$ cat src/rtl/fpu_wb_pkg.sv
// rtl/fpu_wb_pkg.sv - shared constants and types for the FP register-file writeback front end
package fpu_wb_pkg;

  localparam int XLEN = 32;
  localparam int NREG = 32;
  localparam int AW   = $clog2(NREG);

  typedef logic [AW-1:0] fp_reg_t;

  typedef enum logic {
    SRC_FPU = 1'b0,
    SRC_LD  = 1'b1
  } wb_src_e;

endpackage

$ cat src/rtl/fpu_wb_rr_arb.sv
// rtl/fpu_wb_rr_arb.sv - two-requester round-robin arbiter; bit 0 is the FPU, bit 1 the load unit
module fpu_wb_rr_arb
  import fpu_wb_pkg::*;
(
  input  logic       clock,
  input  logic       rstn,
  input  logic [1:0] req_i,
  output logic [1:0] grant_o
);

  wb_src_e prio_q;
  wb_src_e prio_d;

  // prio_q names the source that wins when both request
  always_comb begin
    grant_o = 2'b00;
    if (req_i[0] && (!req_i[1] || prio_q == SRC_FPU)) begin
      grant_o[0] = 1'b1;
    end else if (req_i[1]) begin
      grant_o[1] = 1'b1;
    end
  end

  always_comb begin
    prio_d = prio_q;
    if (grant_o[0]) begin
      prio_d = SRC_LD;
    end else if (grant_o[1]) begin
      prio_d = SRC_FPU;
    end
  end

  always_ff @(posedge clock or negedge rstn) begin
    if (!rstn) begin
      prio_q <= SRC_FPU;
    end else begin
      prio_q <= prio_d;
    end
  end

endmodule

$ cat src/rtl/fpu_writeback.sv
// rtl/fpu_writeback.sv - merges FPU and load results onto the FP register-file write port
// and keeps the per-register busy scoreboard used for RAW hazard detection at decode.
module fpu_writeback
  import fpu_wb_pkg::*;
(
  input  logic            clock,
  input  logic            rstn,
  input  logic            issue_valid,
  input  fp_reg_t         issue_rd,
  output logic            issue_ready,
  input  logic            fpu_valid,
  input  fp_reg_t         fpu_rd,
  input  logic [XLEN-1:0] fpu_data,
  output logic            fpu_ready,
  input  logic            ld_valid,
  input  fp_reg_t         ld_rd,
  input  logic [XLEN-1:0] ld_data,
  output logic            ld_ready,
  input  fp_reg_t         rs1_addr,
  input  fp_reg_t         rs2_addr,
  input  fp_reg_t         rs3_addr,
  input  logic            rs1_use,
  input  logic            rs2_use,
  input  logic            rs3_use,
  output logic            hazard,
  output logic            rf_wen,
  output fp_reg_t         rf_waddr,
  output logic [XLEN-1:0] rf_wdata,
  output logic [NREG-1:0] busy
);

  logic [1:0]      grant;
  wb_src_e         sel;
  logic            rf_wen_q,   rf_wen_d;
  fp_reg_t         rf_waddr_q, rf_waddr_d;
  logic [XLEN-1:0] rf_wdata_q, rf_wdata_d;
  logic [NREG-1:0] busy_q,     busy_d;
  logic [NREG-1:0] set_vec,    clr_vec;

  fpu_wb_rr_arb u_arb (
    .clock   (clock),
    .rstn    (rstn),
    .req_i   ({ld_valid, fpu_valid}),
    .grant_o (grant)
  );

  assign fpu_ready = grant[0];
  assign ld_ready  = grant[1];
  assign sel       = grant[1] ? SRC_LD : SRC_FPU;

  // Address and data hold their last value when nothing is granted
  always_comb begin
    rf_wen_d   = |grant;
    rf_waddr_d = rf_waddr_q;
    rf_wdata_d = rf_wdata_q;
    if (|grant) begin
      rf_waddr_d = (sel == SRC_LD) ? ld_rd   : fpu_rd;
      rf_wdata_d = (sel == SRC_LD) ? ld_data : fpu_data;
    end
  end

  // A committing write frees its register this edge, so a re-issue may proceed at once
  assign issue_ready = !busy_q[issue_rd] || (rf_wen_q && rf_waddr_q == issue_rd);

  always_comb begin
    set_vec = '0;
    clr_vec = '0;
    if (issue_valid && issue_ready) begin
      set_vec[issue_rd] = 1'b1;
    end
    if (rf_wen_q) begin
      clr_vec[rf_waddr_q] = 1'b1;
    end
    busy_d = (busy_q & ~clr_vec) | set_vec;
  end

  always_ff @(posedge clock or negedge rstn) begin
    if (!rstn) begin
      rf_wen_q   <= 1'b0;
      rf_waddr_q <= '0;
      rf_wdata_q <= '0;
      busy_q     <= '0;
    end else begin
      rf_wen_q   <= rf_wen_d;
      rf_waddr_q <= rf_waddr_d;
      rf_wdata_q <= rf_wdata_d;
      busy_q     <= busy_d;
    end
  end

  // No bypass from the write port: the register file is read a cycle later
  assign hazard = (rs1_use && busy_q[rs1_addr]) ||
                  (rs2_use && busy_q[rs2_addr]) ||
                  (rs3_use && busy_q[rs3_addr]);

  assign rf_wen   = rf_wen_q;
  assign rf_waddr = rf_waddr_q;
  assign rf_wdata = rf_wdata_q;
  assign busy     = busy_q;

endmodule
$ cat config.mk
export PLATFORM = sky130hd
export DESIGN_NAME = fpu_writeback
export DESIGN_NICKNAME = d
export VERILOG_FILES = /design/src/rtl/fpu_wb_pkg.sv /design/src/rtl/fpu_wb_rr_arb.sv /design/src/rtl/fpu_writeback.sv
export SDC_FILE = /design/constraint.sdc
export NUM_CORES = 1
export LEC_CHECK = 0
export BUFFER_PORTS_ARGS = -buffer_cell sky130_fd_sc_hd__clkbuf_2
export CAP_MARGIN = 40
export CORE_ASPECT_RATIO = 1.1
export CORE_MARGIN = 2
export CORE_UTILIZATION = 30
export CTS_CLUSTER_DIAMETER = 150
export DETAILED_ROUTE_END_ITERATION = 7
export PLACE_DENSITY_LB_ADDON = 0.2
export RECOVER_POWER = 50
export SYNTH_ARGS = -nofsm -noshare
export SYNTH_HDL_FRONTEND = slang
export SYNTH_SLANG_ARGS = --single-unit
$ cat constraint.sdc
create_clock -name clock -period 9.66 [get_ports clock]
set_input_delay 2.898 -clock clock [delete_from_list [all_inputs] [get_ports clock]]
set_output_delay 2.898 -clock clock [all_outputs]
set_load 0.005 [all_outputs]
Yosys cells after proc, flatten, opt, wreduce, memory -nomap -nowiden
Index checks and enable logic that the tools add are counted.

Bits in registers: 71. Bits in latches: 0. Bits in writable memories: 0. ROM bits: 0. Input port bits: 102. Output and inout bits: 74. Word-level logic and storage cells: 55. Memories: 0.

Add/subtract/negate cells: 0. $mul: 0. Divide/modulo/power cells: 0. Order comparisons: 7. Equal/unequal tests: 1. Shifts and indexed selects: 0. Muxes and demuxes: 22. Bitwise logic cells: 4. Reduce and logical (&&, ||, !) cells: 16.

Operators by type and width (count): $mux W32 (3); $and A32 B32 Y32 (1); $not A32 Y32 (1); $or A32 B32 Y32 (1); $lt A5 B6 Y1 const B (5); $bmux W1 S5 (4); $mux W1 (12); $demux W1 S5 (2); $ge A5 B1 Y1 const B (2); $logic_and A1 B1 Y1 (8); $eq A5 B5 Y1 (1); $mux W5 (1); $logic_or A1 B1 Y1 (4); $logic_not A1 Y1 (2); $reduce_bool A2 Y1 (1); $reduce_or A2 Y1 (1); $not A1 Y1 (1).

Logic depth before layout (Yosys ltp)
Word-level depth: 8. Mapped depth: 7.

By module
A second synthesis with hierarchy kept.

Cell total of the unflattened synthesis: 388. Area, all modules: 4335.4 um2.

Modules (own cells, without submodules): fpu_writeback (instances 1, cells each 381, area an instance 4274.1 um2, sequential area each 1751.7 um2); fpu_wb_rr_arb (instances 1, cells each 7, area an instance 61.3 um2, sequential area each 25.0 um2).

Worst setup path after synthesis
No wires, ideal clock.

Kind: input -> output. From: input rs1_addr[0]. To: output hazard. Arrival time: 4.530 ns. Path slack: 2.232 ns. Stages: 5. Buffers on the path: 1. Cells stage by stage: clkbuf_1 -> mux4_2 -> mux4_2 -> o211ai_1 -> nand4_1.

Cells in the longest elaborated chain, start to end: 5.

RTL lines: start: declaration (line fpu_writeback.sv:19) `input fp_reg_t rs1_addr,`; $bmux W1 S5 (line fpu_writeback.sv:92) `assign hazard = (rs1_use && busy_q[rs1_addr]) ||`; $mux W1 (implied by the code) (line fpu_writeback.sv:92); $logic_and A1 B1 Y1 (line fpu_writeback.sv:92); $logic_or A1 B1 Y1 (line fpu_writeback.sv:92); $logic_or A1 B1 Y1 (line fpu_writeback.sv:93) `(rs2_use && busy_q[rs2_addr]) ||`; end: declaration (line fpu_writeback.sv:25) `output logic hazard,`.

Every way passes these cells. The select of a mux whose other input is x is not followed.

Final worst setup path
From: input ld_valid. To: output ld_ready.

Cells in the longest elaborated chain, start to end: 4. Elaborated cells on any way between the ends: 5.

RTL lines: start: declaration (line fpu_writeback.sv:15) `input logic ld_valid,`; $logic_not A1 Y1 (line fpu_wb_rr_arb.sv:17) `if (req_i[0] && (!req_i[1] || prio_q == SRC_FPU)) begin`; $logic_or A1 B1 Y1 (line fpu_wb_rr_arb.sv:17); $logic_and A1 B1 Y1 (line fpu_wb_rr_arb.sv:17); $mux W1 (*) (line fpu_wb_rr_arb.sv:17); end: declaration (line fpu_writeback.sv:18) `output logic ld_ready,`.

Every way passes the cells marked *; elsewhere a longest branch is shown, timed or not.

==> out/qor.csv <==
stage,metric,value,unit
outcome,status,"finished, violations left",
outcome,failed_checks,"capacitance limit, slew limit",
synthesis,syn_nets,489,
floorplan,dieArea,15400,µm²
clock_tree,clockBufferDepth,2,
floorplan,die_h,130,µm
route,antenna_left,0,
cells_and_area,seq_area,1780,µm²
synthesis,synth_cell_types,39,
placement,dpl.hpwl,10800,µm
timing,relSlewSlack,-0.833,
floorplan,pin_count,176,
synthesis,synth_area,4330,µm²
cells_and_area,layout-drive-gt1-share,0.385,
timing,hold_violations,0,
run,cap_violations,2,
synthesis,synth_top_area_share,0.411,
route,wl,14700,µm
placement,port_buffers,175,
worst_setup_path,path_class,in2out,
worst_setup_path,start_kind,input port,
route,wl_per_cell,19.8,µm
min_path,hold_class,reg2reg,
synthesis,synthCells,387,
synthesis,synth.largest_area_cell,dfrtp_1,
global_routing,antenna_found_initial,0,
clock_tree,cts-resized-gates,0,
timing,final.period_utilization,0.863,
clock_tree,h-tree-depth,3,
placement,place_congestion,0.889,
clock_tree,post_cts_buffers,0,
clock_tree,numCtsBuffers,9,
cells_and_area,layout.nets,648,
clock_tree,clk_latency,0.33,ns
worst_setup_path,crit_path_max_incr_delay,1.98,ns
floorplan,start_util,0.303,
cells_and_area,antennaDiodeCount,0,
timing,rsz0062_at_grt,false,
worst_setup_path,cpMostUsedCell,clkbuf_1,
synthesis,yosys_register_bits,71,
timing,max_freq,120,MHz
timing,setup_viol_count_final,0,
floorplan,rows,46,
worst_setup_path,required,6.76,ns
worst_setup_path,crit_fanout,40,
timing,fin_setup_tns,0,ns
timing,slew_violations,90,
global_routing,grt_usage,0.192,
worst_setup_path,cp_data_arrival_time,5.44,ns
worst_setup_path,cp-end-kind,output port,
global_routing,grt-ovfl-total,0,
floorplan,die_w,119,µm
clock_tree,cts_root_buffer,clkbuf_16,
synthesis,syn_avg_cell_area,11.2,µm²
route,vias,3996,
cells_and_area,final_area,5590,µm²
power,finalPower,1350,µW
global_routing,grt_max_degree,49,
global_routing,grt_first_pass_wirelength,22600,µm
route,drt-initial-drc-count,273,
worst_setup_path,crit_family,buffers and inverters,
synthesis,ys_seq_area_frac,0.411,
placement,place_area,5360,µm²
timing,fin_crit,8.34,ns
timing,hold-worst-slack,0.533,ns
clock_tree,clk_pin_slew,0.05,ns
clock_tree,clock-sinks,71,
route,firstDrtPassIters,7,
floorplan,coreArea,14300,µm²
cells_and_area,fin_util,0.391,
clock_tree,cts_tree,built,
power,leakage,0.00251,µW
worst_setup_path,crit_buf_inv,3,
cells_and_area,area.growth.synth_to_final,29.1,%
cells_and_area,n_fill_cell,1474,
worst_setup_path,cp_slowest_cell,clkbuf_1,
clock_tree,holdBufCountCts,0,
power,ir_worst_vdd,0.0960,mV
synthesis,yosysWarningCount,0,
timing,skew,0.00536,ns
timing,worstMarginPinSlew,2.75,ns
cells_and_area,multi_input_area,2380,µm²
global_routing,grt_pass1_vias,4037,
worst_setup_path,cp_cell_sequence,clkbuf_1 > clkbuf_1 > nor2b_1 > clkbuf_2,
synthesis,synth_area_leaders,"dfrtp_1 (41%), mux4_2 (16%), mux2i_1 (9.9%)",
route,viasPerCell,5.38,
power,power_density,241,nW/µm²
route,drc,0,
-- cell families after synthesis --
group           Yosys count  synth area share
buf+inv                  40            0.0419
flops                    71             0.411
compound gates          112             0.161
simple gates             80            0.0917
mux                      79             0.284
xor+xnor                  5            0.0101
-- cells in the final DEF (no fill, tap or decap), types with 2 or more instances in the layout --
cell,n
clkbuf_2,155
dfrtp_1,71
nand2_1,44
mux2i_1,43
o21ai_0,36
o21ai_1,33
mux4_2,31
o31ai_1,31
clkbuf_1,26
nand3b_1,10
clkbuf_16,9
inv_1,8
nand3_1,7
nor2_1,5
or3b_2,4
xor2_1,4
o2111ai_1,4
mux4_1,3
or3_1,2
mux2_2,2
-- worst paths after layout --
check                                            to                      from  cells past startpoint  slack [ns]
setup / recovery                           ld_ready                  ld_valid                      4        1.32
min in group asynchronous   rf_wdata[5]$_DFFE_PN0P_                      rstn                      2        2.91
setup reg to reg                 busy[13]$_DFF_PN0_        busy[17]$_DFF_PN0_                      5        7.45
hold reg to reg            u_arb.prio_q$_DFFE_PN0P_  u_arb.prio_q$_DFFE_PN0P_                      1        0.53
max in group asynchronous         busy[4]$_DFF_PN0_                      rstn                      3        3.68
hold / removal             u_arb.prio_q$_DFFE_PN0P_  u_arb.prio_q$_DFFE_PN0P_                      1        0.53
-- cells in the mapped netlist --
library cell,n
o221ai_1,1
nor2_1,5
o2111ai_1,4
o211ai_1,1
nand4_1,1
mux4_2,31
inv_1,8
nand3_1,7
and3b_1,1
or3b_1,1
o221ai_2,1
a22oi_2,1
nand3b_1,10
nand2_1,44
inv_2,1
or3_1,2
buf_6,4
a21oi_1,1
xnor2_1,1
mux4_1,3
o21a_4,1
buf_1,3
nor3b_1,1
dfrtp_1,71
nor2b_1,1
o21ai_1,37
buf_2,1
o31ai_1,31
or2_1,1
o21ai_0,32
or3b_2,4
nor4_1,1
a32oi_1,1
clkbuf_1,23
nor3_1,1
mux2i_1,43
o31ai_2,1
xor2_1,4
mux2_2,2
-- registers in the layout, summed over array words and instances (netlist names) --
register      cells
busy             32
u_arb.prio_q      1
rf_wen            1
rf_waddr          5
rf_wdata         32
-- through the flow --
step / instances / worst slack, ns
floorplan: 387 / 2.23
global placement: 726 / 2.05
detailed placement: 727 / 2.02
CTS: 743 / 2.02
global route: 743 / 1.10
finish: 743 / 1.32
-- routing by layer --
| metal | GRT usage | up-vias | routed length [µm] |
|---|---|---|---|
| li1 | - | 1800 | - |
| met1 | 0.246 | 1899 | 6080 |
| met2 | 0.304 | 262 | 6740 |
| met3 | 0.0559 | 35 | 1470 |
| met4 | 0.0826 | 0 | 417 |
| met5 | 0 | - | 0 |
-- final cells by class --
type                            count  share of cell area
Tap cell                          192              0.0430
Clock inverter                      3             0.00784
Clock buffer                       13              0.0430
Timing Repair Buffer              179               0.156
Multi-Input combinational cell    276               0.426
Inverter                            9             0.00605
Sequential cell                    71               0.318
-- power by group --
group	internal, µW	total, µW	switching [µW]
sequential	384	567	183
combinational	260	457	197
clock	200	321	121
total	844	1350	501
Note: power is estimated with default switching activity, not from simulation.
